File: config.mk
export PLATFORM = sky130hd
export DESIGN_NAME = score_uart_tx_flat
export DESIGN_NICKNAME = d
export VERILOG_FILES = /design/src/rtl/score_uart_tx_if.sv /design/src/rtl/score_uart_tx.sv /design/src/flat_wrapper.sv
export SDC_FILE = /design/constraint.sdc
export NUM_CORES = 1
export LEC_CHECK = 0
export ABC_CLOCK_PERIOD_IN_PS = 2300
export BUFFER_PORTS_ARGS = -buffer_cell sky130_fd_sc_hd__buf_2
export CAP_MARGIN = 20
export CORE_MARGIN = 2
export CORE_UTILIZATION = 40
export CTS_BUF_LIST = sky130_fd_sc_hd__clkbuf_16
export DETAILED_ROUTE_END_ITERATION = 8
export PLACE_DENSITY = 0.69
export SYNTH_ARGS = -nofsm -noshare
export SYNTH_HDL_FRONTEND = slang
export SYNTH_SLANG_ARGS = --single-unit
File: constraint.sdc
create_clock -name pclk -period 2.3 [get_ports pclk]
set_clock_uncertainty 0.15 [all_clocks]
set_input_delay 0.115 -clock pclk [delete_from_list [all_inputs] [get_ports pclk]]
set_output_delay 0.115 -clock pclk [all_outputs]
set_load 0.01 [all_outputs]
File: src/rtl/score_uart_tx_if.sv
// Score-report handshake between the game FSM (master) and the UART transmitter (slave).
interface score_uart_tx_if;
    logic [11:0] score;
    logic        send_req;
    logic        txd;
    logic        busy;
    logic        done;

    modport master (output score, output send_req, input txd, input busy, input done);
    modport slave  (input score, input send_req, output txd, output busy, output done);
endinterface

File: src/rtl/score_uart_tx.sv
// Sends "S<hex><hex><hex>\r\n" as 8N1 UART for a latched 12-bit score.
module score_uart_tx #(
    parameter int CLKS_PER_BIT = 4167
) (
    input  logic          pclk,
    input  logic          rst,
    score_uart_tx_if.slave bus
);
    localparam int CW = (CLKS_PER_BIT > 1) ? $clog2(CLKS_PER_BIT) : 1;
    localparam logic [CW-1:0] BAUD_MAX = CW'(CLKS_PER_BIT - 1);

    localparam logic [1:0] S_IDLE  = 2'd0;
    localparam logic [1:0] S_START = 2'd1;
    localparam logic [1:0] S_DATA  = 2'd2;
    localparam logic [1:0] S_STOP  = 2'd3;

    logic [1:0]    state;
    logic [CW-1:0] baud_cnt;
    logic [2:0]    bit_cnt;
    logic [2:0]    byte_idx;
    logic [11:0]   score_q;
    logic          txd_q;
    logic          busy_q;
    logic          done_q;
    logic [7:0]    cur_byte;
    logic          wrap;

    function automatic logic [7:0] hex_ascii(input logic [3:0] n);
        return (n < 4'd10) ? (8'h30 + {4'h0, n}) : (8'h37 + {4'h0, n});
    endfunction

    always_comb begin
        cur_byte = 8'h53;
        case (byte_idx)
            3'd0:    cur_byte = 8'h53;
            3'd1:    cur_byte = hex_ascii(score_q[11:8]);
            3'd2:    cur_byte = hex_ascii(score_q[7:4]);
            3'd3:    cur_byte = hex_ascii(score_q[3:0]);
            3'd4:    cur_byte = 8'h0D;
            default: cur_byte = 8'h0A;
        endcase
    end

    assign wrap = (baud_cnt == BAUD_MAX);

    // txd is updated on the edge that starts each bit, so the line is fully registered
    // and the start bit appears on the same edge that accepts the request.
    always_ff @(posedge pclk or negedge rst) begin
        if (!rst) begin
            state    <= S_IDLE;
            baud_cnt <= '0;
            bit_cnt  <= '0;
            byte_idx <= '0;
            score_q  <= '0;
            txd_q    <= 1'b1;
            busy_q   <= 1'b0;
            done_q   <= 1'b0;
        end else begin
            done_q <= 1'b0;
            if (state == S_IDLE) begin
                txd_q <= 1'b1;
                if (bus.send_req) begin
                    state    <= S_START;
                    score_q  <= bus.score;
                    byte_idx <= '0;
                    bit_cnt  <= '0;
                    baud_cnt <= '0;
                    busy_q   <= 1'b1;
                    txd_q    <= 1'b0;
                end
            end else begin
                baud_cnt <= wrap ? '0 : baud_cnt + 1'b1;
                if (wrap) begin
                    case (state)
                        S_START: begin
                            state   <= S_DATA;
                            bit_cnt <= '0;
                            txd_q   <= cur_byte[0];
                        end
                        S_DATA: begin
                            if (bit_cnt == 3'd7) begin
                                state <= S_STOP;
                                txd_q <= 1'b1;
                            end else begin
                                bit_cnt <= bit_cnt + 3'd1;
                                txd_q   <= cur_byte[bit_cnt + 3'd1];
                            end
                        end
                        default: begin
                            if (byte_idx < 3'd5) begin
                                byte_idx <= byte_idx + 3'd1;
                                state    <= S_START;
                                txd_q    <= 1'b0;
                            end else begin
                                state  <= S_IDLE;
                                busy_q <= 1'b0;
                                done_q <= 1'b1;
                                txd_q  <= 1'b1;
                            end
                        end
                    endcase
                end
            end
        end
    end

    assign bus.txd  = txd_q;
    assign bus.busy = busy_q;
    assign bus.done = done_q;
endmodule
File: src/flat_wrapper.sv
// flat-port wrapper written by rule: the top's interface ports become plain ports
module score_uart_tx_flat 
#(
    parameter int CLKS_PER_BIT = 4167
)
  (pclk, rst, bus_score, bus_send_req, bus_txd, bus_busy, bus_done);
  score_uart_tx_if bus_i ();
  input  logic pclk;
  input  logic rst;
  input wire logic [$bits(bus_i.score)-1:0] bus_score;
  input wire logic [$bits(bus_i.send_req)-1:0] bus_send_req;
  output wire logic [$bits(bus_i.txd)-1:0] bus_txd;
  output wire logic [$bits(bus_i.busy)-1:0] bus_busy;
  output wire logic [$bits(bus_i.done)-1:0] bus_done;
  assign bus_i.score = bus_score;
  assign bus_i.send_req = bus_send_req;
  assign bus_txd = bus_i.txd;
  assign bus_busy = bus_i.busy;
  assign bus_done = bus_i.done;
  score_uart_tx #(.CLKS_PER_BIT(CLKS_PER_BIT)) u_core (.pclk(pclk), .rst(rst), .bus(bus_i));
endmodule
==> results of run 1 <==
==> cell usage after synthesis (all sizes together), types with 3 or more instances <==
library cell  instances
dfrtp                35
nand2                30
o21ai                27
ha                   16
inv                  16
mux2                 14
nand3                12
a21oi                 9
nor2                  8
nand2b                7
nor4                  6
nor2b                 5
a211oi                4
clkbuf                4
o211ai                4
a211o                 3
a22o                  3
buf                   3
nor4b                 3
o31ai                 3
==> worst register-to-register path, stage by stage, from the launching register on <==
cell and delay, ps:
dfrtp_2 430, buf_4 160, ha_4 180, o21ba_4 220
or3_4 340, a311o_1 360, a211o_1 240, a21oi_2 110
==> routing by layer <==
metal | up-vias | part of all wire [%]
li1 | 1011 | -
met5 | - | 0
met3 | 7 | 5.4
met4 | 0 | 1.1
met1 | 975 | 47
met2 | 52 | 47
==> worst min-delay path by stage <==
stage                             startpoint                              to  slack, ps  cells past startpoint
2_1_floorplan                            rst  u_core.baud_cnt[0]$_DFFE_PN0P_       -330                      0
3_3_place_gp                             rst   u_core.score_q[7]$_DFFE_PN0P_        100                      1
3_5_place_dp                             rst   u_core.score_q[7]$_DFFE_PN0P_        110                      1
4_1_cts                                  rst  u_core.score_q[10]$_DFFE_PN0P_        360                      2
5_1_grt        u_core.bit_cnt[1]$_DFFE_PN0P_   u_core.bit_cnt[1]$_DFFE_PN0P_        390                      1
6_report                                 rst  u_core.score_q[10]$_DFFE_PN0P_        320                      2
==> power by group <==
part / internal [mW] / switching (mW)
Combinational: 0.663 / 0.691
Sequential: 0.851 / 0.294
Clock: 0.505 / 0.254
==> area by class of cell <==
type | count | area, um^2
multi-input cells | 195 | 1460
inverters | 16 | 60.1
fillers | 519 | 2840
repair buffers | 40 | 293
flip-flops and latches | 36 | 906
clock buffers | 5 | 125
well taps | 75 | 93.8
clock inverters | 3 | 38.8
==> registers in the layout, indices dropped and copies added (netlist names) <==
name / count
u_core.baud_cnt: 13
u_core.score_q: 12
u_core.bit_cnt: 3
u_core.byte_idx: 3
u_core.state: 2
u_core.bus.busy: 1
u_core.bus.done: 1
u_core.bus.txd: 1
==> cell usage in the layout, fill, tap and decap left out, types with 3 or more instances in the layout <==
master	synthesis	layout
mux2_2	14	14
a211o_1	3	3
nand2b_1	7	6
o211ai_1	4	4
dfrtp_1	35	32
buf_2	1	17
o21ai_0	27	27
nor2b_1	5	5
dfrtp_2	0	3
a22o_1	3	3
ha_1	16	13
nor2_1	8	8
clkbuf_16	0	5
inv_1	16	16
o31ai_1	3	3
dlygate4sd3_1	0	14
nor4_1	6	6
ha_4	0	3
a21oi_1	9	8
buf_4	0	9
nand2_1	30	30
nand3_1	12	12
==> logic make-up after synthesis <==
| group | count (synthesis) | share of synthesized area [%] |
|---|---|---|
| muxes | 15 | 7.05 |
| and+or+nand+nor | 87 | 20.3 |
| xor gates and xnor gates | 4 | 1.47 |
| adders and majority gates | 16 | 8.42 |
| AOI/OAI and AO/OA | 73 | 20.8 |
| DFF | 36 | 37.9 |
| buffers and inverters | 23 | 4.05 |
==> timing repair <==
action                     4_1_cts  5_1_grt
hold buffers                    14        0
pin swaps                        0        1
resized for setup                3       15
setup endpoints to repair        1        1
setup buffers                    0        1
hold endpoints to repair        48        0
==> results.py, run 1 <==
metrics = {
    "floorplan": {
        "initial_core_util_pct": 40.9,
        "num_io_pins": 18,
        "die_w_um": 81.1,
        "dieArea_um2": 6580,
        "core-area_um2": 5820,
        "rows": 28,
        "die_y_um": 81.1,
    },
    "flow_run": {
        "drv_cap": 0,
    },
    "global_routing": {
        "grt_start_max_net_pins": 37,
        "grt_pass1_wl_um": 8900,
        "use_met3_pct": 4.33,
        "use_met1_pct": 24.0,
        "met2_usage_pct": 28.2,
        "antenna_found_initial": 0,
        "grt_overflow": 0,
        "grt_pass1_vias": 1924,
        "grt-busiest-layer": "met2",
        "grt_usage_pct": 17.5,
    },
    "synth": {
        "yosysTopAreaCellShare_pct": 36.8,
        "ys_seq_elements": 36,
        "synth_edf_count": 0,
        "avgSynthCellArea_um2": 9.36,
        "synthFlopType": "dfrtp_1",
        "ys.warnings.count": 0,
        "synth_cells": 254,
        "syn-num-nets": 285,
        "seq_area_frac_synth_pct": 37.9,
        "synth_area_leaders": "dfrtp_1 37%, ha_1 8.4%, mux2_2 6.6%, o21ai_0 5.7%, nand2_1 4.7%",
        "ys_async_sr_fraction_pct": 100,
        "ys_types": 54,
        "synthesis.area_um2": 2380,
        "synth_area_leader_cell": "dfrtp_1",
    },
    "worst_setup_path": {
        "path_buf_inv": 1,
        "crit_path_start_kind": "flop",
        "rr_endpoint": "u_core.bus.txd$_DFFE_PN1N_",
        "critical_path_required_ps": 2360,
        "path_max_fanout": 6,
        "regToRegSetupSlack_ps": 50,
        "crit_path_end": "u_core.bus.txd$_DFFE_PN1N_",
        "slowest_stage": "dfrtp_2",
        "crit_arrival_ps": 2320,
        "endpoint_kind": "flop",
        "worst-r2r-cell-count": 7,
        "criticalPathCategory": "flop to flop",
        "crit_start": "u_core.byte_idx[1]$_DFFE_PN0P_",
        "path_depth": 7,
        "cp_top_family": "compound AO/OA/AOI/OAI gates",
        "critPathMaxStageDelay_ps": 430,
        "worstReg2RegStart": "u_core.byte_idx[1]$_DFFE_PN0P_",
        "crit_chain": "buf_4, ha_4, o21ba_4, or3_4, a311o_1, a211o_1, a21oi_2",
    },
    "clocking": {
        "cts-root-buf": "clkbuf_16",
        "cts.sinks": 36,
        "cts_tree": "built",
        "clk_latency_ps": 280,
        "clock_path_buffers": 2,
        "cts_buffers": 5,
        "clkTransAtPathRegs_ps": 50,
        "h-tree-depth": 2,
    },
    "finish": {
        "finish.utilization_pct": 51.2,
        "areaGrowthSynthToFinish_pct": 25.1,
        "antennaDiodeCount": 0,
        "nets": 325,
        "layout.cells.non_filler": 370,
        "final_cell_area_um2": 2980,
        "drive_gt1_share_pct": 23.7,
    },
    "place": {
        "place_ws_ps": 5.70,
        "placedCellCount": 347,
        "place_hpwl_um": 3630,
        "dpl-instance-area_um2": 2580,
        "place.port_buffers": 17,
        "gp_congestion": 0.826,
    },
    "timing": {
        "fin_crit_ps": 2250,
        "period_share_pct": 98.0,
        "setup_viol": 0,
        "fin_tns_setup_ps": 0,
        "maxSlewViolCount": 0,
        "setup_ws_ps": 46.3,
        "worstMarginPinSlew_ps": 807,
        "holdWs_ps": 318,
        "max_freq_mhz": 444,
        "maxSlewHeadroom_pct": 46.2,
        "hold_viol_final": 0,
    },
    "detailed_routing": {
        "drc_errors": 0,
        "routedWlPerCell_um": 14.2,
        "ant_nets": 0,
        "firstDrtPassIters": 4,
        "vias": 2045,
        "drtIter0Drc": 116,
        "viasPerCell": 5.53,
        "wl_um": 5240,
    },
    "worst_hold_path": {
        "hp-class": "input pin to asynchronous set/reset pin",
    },
    "pwr": {
        "peakVddDrop_uv": 512,
        "leakage_nw": 1.27,
        "power-per-cell-area_nw_per_um2": 1090,
        "total_power_mw": 3.26,
    },
    "outcome": {
        "status": "finished clean",
    },
}
(Power assumes the default switching activity.)
==> run 2, diff against run 1 <==
--- a/config.mk
+++ b/config.mk
@@ -5,9 +5,10 @@
 export SDC_FILE = /design/constraint.sdc
 export NUM_CORES = 1
 export LEC_CHECK = 0
-export ABC_CLOCK_PERIOD_IN_PS = 2300
+export ABC_CLOCK_PERIOD_IN_PS = 2000
 export BUFFER_PORTS_ARGS = -buffer_cell sky130_fd_sc_hd__buf_2
 export CAP_MARGIN = 20
+export CORE_ASPECT_RATIO = 1.5
 export CORE_MARGIN = 2
 export CORE_UTILIZATION = 40
 export CTS_BUF_LIST = sky130_fd_sc_hd__clkbuf_16
==> constraint.sdc (replaced) <==
create_clock -name pclk -period 2 [get_ports pclk]
set_clock_uncertainty 0.15 [all_clocks]
set_input_delay 0.1 -clock pclk [delete_from_list [all_inputs] [get_ports pclk]]
set_output_delay 0.1 -clock pclk [all_outputs]
set_load 0.01 [all_outputs]
==> run 2 against run 1 <==
The flow now finishes with violations (negative setup slack). Register-to-register slack worse by 210 ps. Global-route usage up 2.2 points. Routed wire length increased by 20%. Cell area is 11% higher. Fmax increased by 4.4%. Clock-buffer cell count is the same. Sequential cell count stayed put. Non-clock buffer count up 40. Critical path depth is the same.
==> results.py, run 2 (synthesis results as in run 1) <==
metrics = {
    "detailed_routing": {
        "drtIter0Drc": 92,
        "vias": 2223,
        "routedWlPerCell_um": 15.4,
        "firstDrtPassIters": 4,
        "wl_um": 6280,
        "ant_nets": 0,
        "viasPerCell": 5.46,
        "drc_errors": 0,
    },
    "floorplan": {
        "core-area_um2": 5790,
        "num_io_pins": 18,
        "rows": 34,
        "die_y_um": 98.4,
        "die_w_um": 67.0,
        "dieArea_um2": 6590,
        "initial_core_util_pct": 41.1,
    },
    "timing": {
        "max_freq_mhz": 463,
        "maxSlewHeadroom_pct": 43.8,
        "fin_crit_ps": 2160,
        "period_share_pct": 108,
        "holdWs_ps": 302,
        "setup_ws_ps": -159,
        "maxSlewViolCount": 0,
        "worstMarginPinSlew_ps": 843,
        "hold_viol_final": 0,
        "setup_viol": 1,
        "rsz0062_at_grt": "yes",
    },
    "clocking": {
        "h-tree-depth": 2,
        "cts.sinks": 36,
        "cts_buffers": 5,
        "clk_latency_ps": 280,
        "cts_tree": "built",
        "clkTransAtPathRegs_ps": 60,
        "cts-root-buf": "clkbuf_16",
        "clock_path_buffers": 2,
    },
    "outcome": {
        "violations": "negative setup slack",
        "status": "complete, but fails checks",
    },
    "global_routing": {
        "grt_usage_pct": 19.8,
        "grt_start_max_net_pins": 37,
        "grt_overflow": 0,
        "grt_pass1_wl_um": 10000,
        "grt_pass1_vias": 2281,
        "antenna_found_initial": 0,
    },
    "pwr": {
        "peakVddDrop_uv": 703,
        "power-per-cell-area_nw_per_um2": 1210,
        "total_power_mw": 4.00,
        "leakage_nw": 1.46,
    },
    "place": {
        "place_ws_ps": -215,
        "dpl-instance-area_um2": 2850,
        "gp_congestion": 0.870,
        "place_hpwl_um": 4470,
        "place.port_buffers": 17,
        "placedCellCount": 377,
    },
    "finish": {
        "antennaDiodeCount": 0,
        "final_cell_area_um2": 3300,
        "reg_top3": "u_core.baud_cnt (13), u_core.score_q (12)",
        "fillers": 542,
        "largest_register": "u_core.baud_cnt",
        "drive_gt1_share_pct": 34.3,
        "layout.cells.non_filler": 407,
        "nets": 365,
        "mostFrequentLayoutCells": "48 x buf_4, 35 x dfrtp_1, 29 x nand2_1",
        "areaGrowthSynthToFinish_pct": 38.6,
        "largest_reg_flops": 13,
        "mostFrequentLayoutCell": "buf_4",
    },
    "worst_setup_path": {
        "crit_path_start_kind": "flop",
        "path_max_fanout": 5,
        "critical_path_required_ps": 2060,
        "criticalPathCategory": "flop to flop",
        "slowest_stage": "dfrtp_1",
        "endpoint_kind": "flop",
        "critPathMaxStageDelay_ps": 410,
        "crit_chain": "ha_2, ha_4, buf_4, or3_4, a311o_1, a211o_1, a21oi_2",
        "crit_arrival_ps": 2220,
    },
    "flow_run": {
        "drv_cap": 0,
    },
    "worst_hold_path": {
        "hp-class": "input pin to asynchronous set/reset pin",
    },
}
## run 2: final timing paths
kind | cells past startpoint | endpoint | start | slack (ps)
max | 7 | u_core.bus.txd$_DFFE_PN1N_ | u_core.byte_idx[1]$_DFFE_PN0P_ | -160
min | 2 | u_core.score_q[7]$_DFFE_PN0P_ | rst | 300
max reg2reg | 7 | u_core.bus.txd$_DFFE_PN1N_ | u_core.byte_idx[1]$_DFFE_PN0P_ | -160
min reg2reg | 1 | u_core.baud_cnt[4]$_DFFE_PN0P_ | u_core.baud_cnt[4]$_DFFE_PN0P_ | 360
max in group asynchronous | 2 | u_core.byte_idx[0]$_DFFE_PN0P_ | rst | 840
min in group pclk | 1 | u_core.baud_cnt[4]$_DFFE_PN0P_ | u_core.baud_cnt[4]$_DFFE_PN0P_ | 360
## run 2: critical path, delay by kind of cell, from the launching register on
family / cells / cell delay, ps
buffers and inverters: 1 / 130
DFF: 1 / 410
adders and majority gates: 2 / 390
and+or+nand+nor: 1 / 400
AOI/OAI and AO/OA: 3 / 620
## run 2: final cells by class
type	instances	area (um^2)	share of cell area, %
Tap cell	72	90.1	2.73
Timing Repair Buffer	80	606	18.4
Inverter	16	60.1	1.82
Multi-Input combinational cell	195	1500	45.6
Clock buffer	5	125	3.80
Sequential cell	36	902	27.4
Clock inverter	3	11.3	0.342
## run 2: per-stage QoR
step	utilization, %	TNS (ps)
final	57.0	-159
after global routing	57.0	-424
after CTS	55.2	-186
after detailed placement	49.3	-248
after global placement	49.3	-129
after floorplan	-	-158
## run 2: per-layer routing
| layer | wire length [um] | GRT usage [%] | vias up |
|---|---|---|---|
| li1 | - | - | 1088 |
| met1 | 2450 | 20.9 | 1074 |
| met2 | 3430 | 36.9 | 47 |
| met3 | 179 | 3.77 | 14 |
| met4 | 215 | 8.01 | 0 |
| met5 | 0 | 0 | - |
## run 2: repair_timing
item / in CTS / in global routing
gates cloned: 0 / 0
hold endpoints to repair: 48 / 0
gates resized for setup: 4 / 21
endpoints found under the setup margin: 3 / 16
buffers inserted: 5 / 3
hold buffers: 14 / 0
pin swaps: 5 / 7
## run 2: power by group
part / internal [mW] / switching (mW)
sequential: 0.976 / 0.270
clock: 0.448 / 0.296
combinational: 1.02 / 0.988
total: 2.45 / 1.55
==> run 3, diff against run 2 <==
--- a/config.mk
+++ b/config.mk
@@ -5,15 +5,17 @@
 export SDC_FILE = /design/constraint.sdc
 export NUM_CORES = 1
 export LEC_CHECK = 0
-export ABC_CLOCK_PERIOD_IN_PS = 2000
+export ABC_CLOCK_PERIOD_IN_PS = 1900
 export BUFFER_PORTS_ARGS = -buffer_cell sky130_fd_sc_hd__buf_2
 export CAP_MARGIN = 20
+export CELL_PAD_IN_SITES_DETAIL_PLACEMENT = 1
+export CELL_PAD_IN_SITES_GLOBAL_PLACEMENT = 1
 export CORE_ASPECT_RATIO = 1.5
 export CORE_MARGIN = 2
 export CORE_UTILIZATION = 40
 export CTS_BUF_LIST = sky130_fd_sc_hd__clkbuf_16
 export DETAILED_ROUTE_END_ITERATION = 8
-export PLACE_DENSITY = 0.69
+export PLACE_DENSITY = 0.83
 export SYNTH_ARGS = -nofsm -noshare
 export SYNTH_HDL_FRONTEND = slang
 export SYNTH_SLANG_ARGS = --single-unit
==> constraint.sdc (replaced) <==
create_clock -name pclk -period 1.9 [get_ports pclk]
set_clock_uncertainty 0.15 [all_clocks]
set_input_delay 0.095 -clock pclk [delete_from_list [all_inputs] [get_ports pclk]]
set_output_delay 0.095 -clock pclk [all_outputs]
set_load 0.01 [all_outputs]
==> run 3 against run 2 <==
Critical path type unchanged. Final cell count increased by 4.9%. Sequential share of layout area decreased by 2.0 points. Total power increased by 17%. The run still ends with negative setup slack left.
==> results.py, run 3 (synthesis results as in run 1) <==
metrics = {
    "outcome": {
        "status": "complete, but fails checks",
        "violations": "negative setup slack",
    },
    "detailed_routing": {
        "routedWlPerCell_um": 19.4,
        "wl_um": 8280,
        "vias": 2413,
        "drc_errors": 0,
        "drtIter0Drc": 56,
        "ant_nets": 0,
        "viasPerCell": 5.65,
        "firstDrtPassIters": 4,
    },
    "timing": {
        "worstMarginPinSlew_ps": 484,
        "setup_ws_ps": -282,
        "holdWs_ps": 157,
        "setup_viol": 4,
        "hold_viol_final": 0,
        "fin_tns_setup_ps": -403,
        "fin_crit_ps": 2180,
        "maxSlewHeadroom_pct": 67.8,
        "period_share_pct": 115,
        "max_freq_mhz": 458,
        "rsz0062_at_grt": "yes",
        "maxSlewViolCount": 0,
    },
    "place": {
        "gp_congestion": 0.936,
        "place.port_buffers": 17,
        "place_hpwl_um": 5560,
        "dpl-instance-area_um2": 3000,
        "placedCellCount": 397,
    },
    "floorplan": {
        "die_y_um": 98.4,
        "initial_core_util_pct": 41.1,
        "num_io_pins": 18,
        "dieArea_um2": 6590,
        "rows": 34,
        "core-area_um2": 5790,
        "die_w_um": 67.0,
    },
    "worst_hold_path": {
        "hp-class": "input pin to asynchronous set/reset pin",
    },
    "finish": {
        "areaGrowthSynthToFinish_pct": 50.0,
        "largest_reg_flops": 13,
        "layout.cells.non_filler": 427,
        "mostFrequentLayoutCell": "buf_4",
        "nets": 385,
        "final_cell_area_um2": 3570,
        "antennaDiodeCount": 0,
        "reg_top3": "u_core.baud_cnt (13), u_core.score_q (12)",
        "largest_register": "u_core.baud_cnt",
        "drive_gt1_share_pct": 40.6,
        "mostFrequentLayoutCells": "62 x buf_4, 34 x dfrtp_1, 28 x nand2_1",
    },
    "pwr": {
        "peakVddDrop_uv": 713,
        "leakage_nw": 1.58,
        "total_power_mw": 4.69,
        "power-per-cell-area_nw_per_um2": 1320,
    },
    "global_routing": {
        "grt_start_max_net_pins": 20,
        "grt_overflow": 0,
        "grt_pass1_wl_um": 12500,
        "antenna_found_initial": 0,
        "grt_pass1_vias": 2653,
        "grt_usage_pct": 25.4,
    },
    "clocking": {
        "h-tree-depth": 2,
        "cts_tree": "built",
        "clock_path_buffers": 2,
        "clk_latency_ps": 280,
        "cts-root-buf": "clkbuf_16",
        "cts.sinks": 36,
        "cts_buffers": 5,
        "clkTransAtPathRegs_ps": 60,
    },
    "worst_setup_path": {
        "cp_top_family": "compound AO/OA/AOI/OAI gates",
        "worst-r2r-cell-count": 8,
        "rr_endpoint": "u_core.bus.txd$_DFFE_PN1N_",
        "crit_start": "u_core.byte_idx[0]$_DFFE_PN0P_",
        "worstReg2RegStart": "u_core.byte_idx[0]$_DFFE_PN0P_",
        "path_buf_inv": 0,
        "slowest_stage": "dfrtp_1",
        "crit_path_start_kind": "flop",
        "criticalPathCategory": "flop to flop",
        "regToRegSetupSlack_ps": -280,
        "critPathMaxStageDelay_ps": 410,
        "endpoint_kind": "flop",
        "path_max_fanout": 4,
        "crit_arrival_ps": 2250,
        "critical_path_required_ps": 1960,
        "crit_chain": "ha_2, ha_4, a21bo_4, o211ai_1, o32ai_1, a311o_1, a211o_1, a21oi_2",
    },
    "flow_run": {
        "drv_cap": 0,
    },
}
## run 3: changes by cell type in the layout (fill, tap and decap cells not counted), sizes merged
| cell | previous run | this run |
|---|---|---|
| buf | 66 | 86 |
## run 3: final cells by class
class                      instances  area, um^2
fill                             655        2220
multi-input combinational        195        1600
sequential                        36         903
timing repair buffer             100         778
clock buffer                       5         125
tap                               72        90.1
inverter                          16        60.1
clock inverter                     3        11.3
## run 3: stage by stage
| step | util, % | setup slack [ps] |
|---|---|---|
| 2_1_floorplan | - | -258 |
| 3_3_place_gp | 51.9 | -247 |
| 3_5_place_dp | 51.9 | -314 |
| 4_1_cts | 59.6 | -306 |
| 5_1_grt | 61.7 | -400 |
| 6_report | 61.7 | -282 |
## run 3: where the power goes
part           leakage, nW  switching [mW]  internal [mW]
Combinational         1.05            1.28           1.31
Sequential           0.459           0.287           1.03
Clock               0.0701           0.319          0.472
Total                 1.58            1.88           2.81
## run 3: what timing repair did
| action | in CTS | in global routing |
|---|---|---|
| pin swaps | 11 | 14 |
| endpoints found under the setup margin | 11 | 21 |
| resized for setup | 28 | 26 |
| buffers inserted | 6 | 4 |
| endpoints found under the hold margin | 49 | 0 |
| hold buffers | 14 | 0 |
## run 3: worst reg2reg max path, cell delays in order (launching register included)
cell and delay [ps]:
dfrtp_1 410, ha_2 230, ha_4 160, a21bo_4 220, o211ai_1 170, o32ai_1 100, a311o_1 320, a211o_1 240
a21oi_2 120
## run 3: layer usage
metal	vias to the layer above	global-route usage, %	share of wire (%)	wire length (um)
li1	1133	-	-	-
met1	1185	24.7	35	2930
met2	66	49.2	58	4820
met3	29	4.00	2.4	199
met4	0	12.2	4.1	343
met5	-	0	0	0
## run 3: worst max-delay path by stage
stage / to / slack [ps] / cells after the start
after floorplan: u_core.bus.txd$_DFFE_PN1N_ / -260 / 9
after global placement: u_core.bus.txd$_DFFE_PN1N_ / -250 / 8
after detailed placement: u_core.bus.txd$_DFFE_PN1N_ / -310 / 8
after CTS: u_core.bus.txd$_DFFE_PN1N_ / -310 / 8
after global routing: u_core.bus.txd$_DFFE_PN1N_ / -400 / 8
final: u_core.bus.txd$_DFFE_PN1N_ / -280 / 8
